===== config.mk =====
export PLATFORM = sky130hd
export DESIGN_NAME = mem_arbiter
export DESIGN_NICKNAME = d
export VERILOG_FILES = /design/src/rtl/mem_arb_pkg.sv /design/src/rtl/mem_arbiter_rr_pick2.sv /design/src/rtl/mem_arbiter.sv
export SDC_FILE = /design/constraint.sdc
export NUM_CORES = 1
export LEC_CHECK = 0
export BUFFER_PORTS_ARGS = -buffer_cell sky130_fd_sc_hd__buf_2
export CAP_MARGIN = 40
export CORE_MARGIN = 1.5
export CORE_UTILIZATION = 40
export DETAILED_ROUTE_END_ITERATION = 10
export HOLD_SLACK_MARGIN = 0.1
export PLACE_DENSITY = 0.8
export SLEW_MARGIN = 25
export SYNTH_ARGS = -nofsm -noshare
export SYNTH_HDL_FRONTEND = slang
export SYNTH_HIERARCHICAL = 1
export SYNTH_SLANG_ARGS = --single-unit

===== constraint.sdc =====
create_clock -name clock -period 1.6 [get_ports clock]
set_input_delay 0 -clock clock [delete_from_list [all_inputs] [get_ports clock]]
set_output_delay 0 -clock clock [all_outputs]
set_load 0.02 [all_outputs]

===== src/rtl/mem_arb_pkg.sv =====
// Shared definitions for the two-port memory arbiter: request field layout
// and FSM state encoding.
package mem_arb_pkg;

  localparam int REQ_WIDTH = 25;
  localparam int RW_BIT    = 24;
  localparam int DATA_MSB  = 23;
  localparam int DATA_LSB  = 16;
  localparam int ADDR_MSB  = 15;
  localparam int ADDR_LSB  = 0;

  typedef enum logic [1:0] {
    IDLE  = 2'd0,
    ISSUE = 2'd1,
    DONE  = 2'd2
  } arb_state_t;

endpackage


===== src/rtl/mem_arbiter_rr_pick2.sv =====
// Two-way round-robin selector, purely combinational.
module rr_pick2 (
  input  logic [1:0] pending,
  input  logic       last_grant,
  input  logic       fixed_priority,
  output logic       winner
);

  // A lone requester wins outright; a tie goes to whoever was not served
  // last, or always to requester 0 when fixed priority is selected.
  always_comb begin
    winner = 1'b0;
    case (pending)
      2'b10:   winner = 1'b1;
      2'b11:   winner = fixed_priority ? 1'b0 : ~last_grant;
      default: winner = 1'b0;
    endcase
  end

endmodule


===== src/rtl/mem_arbiter.sv =====
// Shares one backing-memory port between two caches. One transaction at a
// time; four-phase handshake on both the requester and memory sides.
// Optional snoop invalidate broadcast: define MEM_ARB_SNOOP_INVALIDATE_EN.
module mem_arbiter
  import mem_arb_pkg::*;
#(
  parameter int ADDR_WIDTH     = 16,
  parameter int DATA_WIDTH     = 8,
  parameter int LINE_WIDTH     = 16,
  parameter int FIXED_PRIORITY = 0
) (
  input  logic                         clock,
  input  logic                         reset,
  input  logic [DATA_WIDTH+ADDR_WIDTH:0] req0_request,
  input  logic                         req0_request_ready,
  output logic [LINE_WIDTH-1:0]        req0_response,
  output logic                         req0_response_ready,
  input  logic [DATA_WIDTH+ADDR_WIDTH:0] req1_request,
  input  logic                         req1_request_ready,
  output logic [LINE_WIDTH-1:0]        req1_response,
  output logic                         req1_response_ready,
  output logic [DATA_WIDTH+ADDR_WIDTH:0] memory_request,
  output logic                         memory_request_ready,
  input  logic [LINE_WIDTH-1:0]        memory_response,
  input  logic                         memory_response_ready,
  output logic [ADDR_WIDTH-1:0]        inv0_address,
  output logic                         inv0_valid,
  output logic [ADDR_WIDTH-1:0]        inv1_address,
  output logic                         inv1_valid,
  output logic                         grant,
  output logic                         busy
);

  localparam int RW_POS = DATA_WIDTH + ADDR_WIDTH;

  arb_state_t                state;
  logic                      last_grant;
  logic                      winner;
  logic [1:0]                pending;
  logic [RW_POS:0]           sel_req;
  logic [RW_POS:0]           req_q;
  logic                      owner_req_rdy;

  assign pending       = {req1_request_ready, req0_request_ready};
  assign sel_req       = winner ? req1_request : req0_request;
  assign owner_req_rdy = grant ? req1_request_ready : req0_request_ready;

  rr_pick2 u_pick (
    .pending        (pending),
    .last_grant     (last_grant),
    .fixed_priority (FIXED_PRIORITY != 0),
    .winner         (winner)
  );

  // Transaction FSM: pick an owner, hold its request to memory until memory
  // answers, then hold the response until both sides have released.
  always_ff @(posedge clock) begin
    if (!reset) begin
      state                <= IDLE;
      last_grant           <= 1'b1;
      grant                <= 1'b1;
      req_q                <= '0;
      memory_request_ready <= 1'b0;
      req0_response        <= '0;
      req0_response_ready  <= 1'b0;
      req1_response        <= '0;
      req1_response_ready  <= 1'b0;
    end else begin
      case (state)
        IDLE: begin
          if (|pending) begin
            req_q                <= sel_req;
            grant                <= winner;
            memory_request_ready <= 1'b1;
            state                <= ISSUE;
          end
        end
        ISSUE: begin
          if (memory_response_ready) begin
            memory_request_ready <= 1'b0;
            if (grant) begin
              req1_response       <= memory_response;
              req1_response_ready <= 1'b1;
            end else begin
              req0_response       <= memory_response;
              req0_response_ready <= 1'b1;
            end
            state <= DONE;
          end
        end
        DONE: begin
          if (!owner_req_rdy && !memory_response_ready) begin
            req0_response_ready <= 1'b0;
            req1_response_ready <= 1'b0;
            last_grant          <= grant;
            state               <= IDLE;
          end
        end
        default: state <= IDLE;
      endcase
    end
  end

  assign memory_request = req_q;
  assign busy           = (state != IDLE);

`ifdef MEM_ARB_SNOOP_INVALIDATE_EN
  // As a write is issued, strobe the other cache once with its address; the
  // address stays put until the next strobe to that cache.
  always_ff @(posedge clock) begin
    if (!reset) begin
      inv0_valid   <= 1'b0;
      inv1_valid   <= 1'b0;
      inv0_address <= '0;
      inv1_address <= '0;
    end else begin
      inv0_valid <= 1'b0;
      inv1_valid <= 1'b0;
      if (state == IDLE && |pending && sel_req[RW_POS]) begin
        if (winner) begin
          inv0_valid   <= 1'b1;
          inv0_address <= sel_req[ADDR_WIDTH-1:0];
        end else begin
          inv1_valid   <= 1'b1;
          inv1_address <= sel_req[ADDR_WIDTH-1:0];
        end
      end
    end
  end
`else
  assign inv0_valid   = 1'b0;
  assign inv1_valid   = 1'b0;
  assign inv0_address = '0;
  assign inv1_address = '0;
`endif

endmodule


==> impl_metrics.csv <==
group,metric,value,unit
cts,clock_path_buffers,2,
global_routing,grt_use_total,21.8,%
die,coreArea,7180,µm²
synthesis,synth-edff-count,0,
sta,rsz0062_at_grt,"false",
cts,h-tree-depth,3,
job,maxCapViolations,0,
placed_design,place_inst,536,
final_layout,antenna_cells,0,
worst_hold_path,holdPathStages,4,
power,power_density,932,nW/µm²
sta,finalHoldViolCount,0,
die,chipHeight,88.8,µm
cts,cts_root_buf,"clkbuf_8",
setup_path,reg2reg_depth,6,
cts,clk_pin_slew,0.07,ns
worst_hold_path,hold_path_end,"req0_response[8]",
setup_path,arrival,1.70,ns
routing,ant_nets,0,
setup_path,slowest_delay,0.32,ns
final_layout,multi_input_area,1380,µm²
sta,setup_tns,0,ns
setup_path,r2r_start,"last_grant",
routing,drt-initial-drc-count,98,
synthesis,synthMuxAreaShare,8.88,%
global_routing,grt_start_max_net_pins,96,
synthesis,synth_fa_ha_area_share,0,%
sta,clock.fmax,678,MHz
synthesis,synthesis.instances,329,
die,start_util,41.0,%
synthesis,synth_compound_area_share,16.4,%
routing,vias,3086,
cts,clk_latency,0.33,ns
synthesis,ys_async_sr_fraction,0,%
setup_path,cp-start-kind,"register",
setup_path,cpMaxStageDelayCell,"dfxtp_1",
synthesis,avgSynthCellArea,8.95,µm²
power,vdd_drop_max,0.517,mV
sta,finalMaxSlewViolations,0,
routing,firstDrtPassIters,4,
synthesis,ys_top_cells_by_area,"dfxtp_1 44%, nand3_1 9.9%, buf_4 8.7%, mux2i_1 8.5%, o211a_1 8.5%",
worst_hold_path,hp-class,"primary input to register",
global_routing,grt_pass1_wl,13000,µm
setup_path,cp-end-kind,"register",
final_layout,drive_gt1_share,30.8,%
setup_path,crit_required,1.83,ns
synthesis,synth_top_family_by_area,"simple AND/OR/NAND/NOR gates",
cts,cts_made_buffers,9,
global_routing,overflow,0,
synthesis,synth_top_cell_by_area,"dfxtp_1",
die,row_count,31,
synthesis,synth-simple-area-share,16.7,%
final_layout,fill_cells,586,
die,pin_count,167,
setup_path,rrSetupSlack,0.13,ns
final_layout,stdcell_count,622,
final_layout,final_cell_mix,"132 x buf_2, 69 x dlygate4sd3_1, 64 x dfxtp_1",
synthesis,ys_seq_area_share,43.5,%
die,die_w,88.8,µm
cts,cts_tree,"done",
synthesis,yosys_warnings,6,
synthesis,synthDistinctLibCells,33,
power,leakagePower,2.27,nW
setup_path,cp_max_fo,13,
final_layout,final_common_cell,"buf_2",
placed_design,place.gp.congestion,0.732,
setup_path,cp_cell_sequence,"o21ai_1, and2_2, buf_12, mux2i_2, nand3_1, o211a_1",
setup_path,crit_type,"register to register",
sta,post-route-min-period,1.47,ns
synthesis,ys_ff_latch,64,
sta,finalCritPeriodShare,92.1,%
placed_design,port_buffers,132,
final_layout,final_nets,589,
global_routing,antenna_found_initial,0,
sta,finalSetupViolCount,0,
setup_path,rr_endpoint,"memory_request[6]",
routing,drc,0,
synthesis,synth-main-ff-cell,"dfxtp_1",
final_layout,ff_latch_area,1280,µm²
synthesis,synthXorXnorAreaFrac,0,%
die,fp.dieArea,7890,µm²
cts,post_cts_buffers,0,
worst_hold_path,min_from,"reset",
synthesis,synth_top_cell_area_share,43.5,%
routing,wl,9010,µm
global_routing,grt_pass1_vias,2830,
final_layout,area_delta_synth_final,51.2,%
synthesis,netlist_area,2950,µm²
run_status,outcome,"finished clean",
routing,viasPerCell,4.96,
routing,wire_per_inst,14.5,µm
cts,cts_num_sinks,64,
sta,skew,0.00738,ns
placed_design,hpwlAfterDp,4660,µm
==> how the worst max path moves through the flow <==
stage | startpoint | end | slack, ns | cells after the start
after global routing | last_grant | memory_request[22] | 0.07 | 6
final | last_grant | memory_request[6] | 0.13 | 6
after floorplan | last_grant | memory_request[10] | 0.10 | 7
after global placement | last_grant | memory_request[6] | 0.20 | 6
after CTS | last_grant | memory_request[6] | 0.15 | 6
after detailed placement | last_grant | memory_request[6] | 0.16 | 6
==> what timing repair did <==
action                                  in CTS  in global routing
gates resized for setup                      0                  2
hold buffers                                69                  0
endpoints found under the hold margin       62                  0
endpoints found under the setup margin       0                  1
==> power by group <==
part           total [mW]  switching [mW]  leakage, nW  internal (mW)
logic                1.00           0.579         1.65          0.422
clock network        1.36           0.644       0.0952          0.718
registers            1.79          0.0753        0.525           1.71
==> worst max-delay path, delay by kind of cell, from the launching register on <==
| kind | cells | cell delay (ns) |
|---|---|---|
| simple gates | 2 | 0.35 |
| flops | 1 | 0.32 |
| compound gates | 2 | 0.28 |
| mux | 1 | 0.24 |
| buf+inv | 1 | 0.18 |
==> synth_stat cells, types with 2 or more instances <==
master    number
dfxtp_1       64
nand3_1       58
buf_4         34
nand2_1       33
o21ai_0       32
mux2i_1       25
o211a_1       25
clkbuf_1      13
buf_1          6
buf_2          6
buf_6          4
inv_1          4
nor2_1         3
o211ai_1       2
o31ai_1        2
==> sequential cells by signal, indices dropped and copies added, names as in the netlist <==
name / flops
req1_response_ready: 1
state: 2
req0_response_ready: 1
grant: 1
last_grant: 1
req0_response: 16
memory_request: 25
req1_response: 16
memory_request_ready: 1
==> cell type report <==
cell class / count / share of cell area [%]
sequential: 64 / 28.8
clock buffer: 9 / 2.78
clock inverter: 7 / 1.63
timing repair buffer: 208 / 32.8
multi-input combinational: 231 / 30.9
tap: 99 / 2.78
inverter: 4 / 0.337
==> metal layers <==
metal	GRT usage [%]	vias up	part of all wire (%)
li1	-	1461	-
met1	24.1	1381	40
met2	36.2	212	47
met3	8.02	32	10
met4	11.9	0	2.9
met5	0	-	0
==> per-stage QoR <==
step                hold WS, ns  worst slack [ns]  area [µm²]  util [%]  power, mW
finish                    0.197             0.126        4450      62.1       4.15
global route              0.192            0.0676        4450      62.1       4.36
CTS                       0.153             0.149        4420      61.6       4.15
floorplan                 0.130             0.102        3070         -       2.44
detailed placement        0.235             0.157        3540      49.3       2.64
global placement          0.229             0.199        3540      49.3       2.62
==> logic make-up after synthesis <==
group | Yosys count
AO/OA/AOI/OAI | 67
AND/OR/NAND/NOR | 103
flip-flops | 64
other | 1
multiplexers | 26
buffers and inverters | 68
Power figures use the tool's default switching activity.
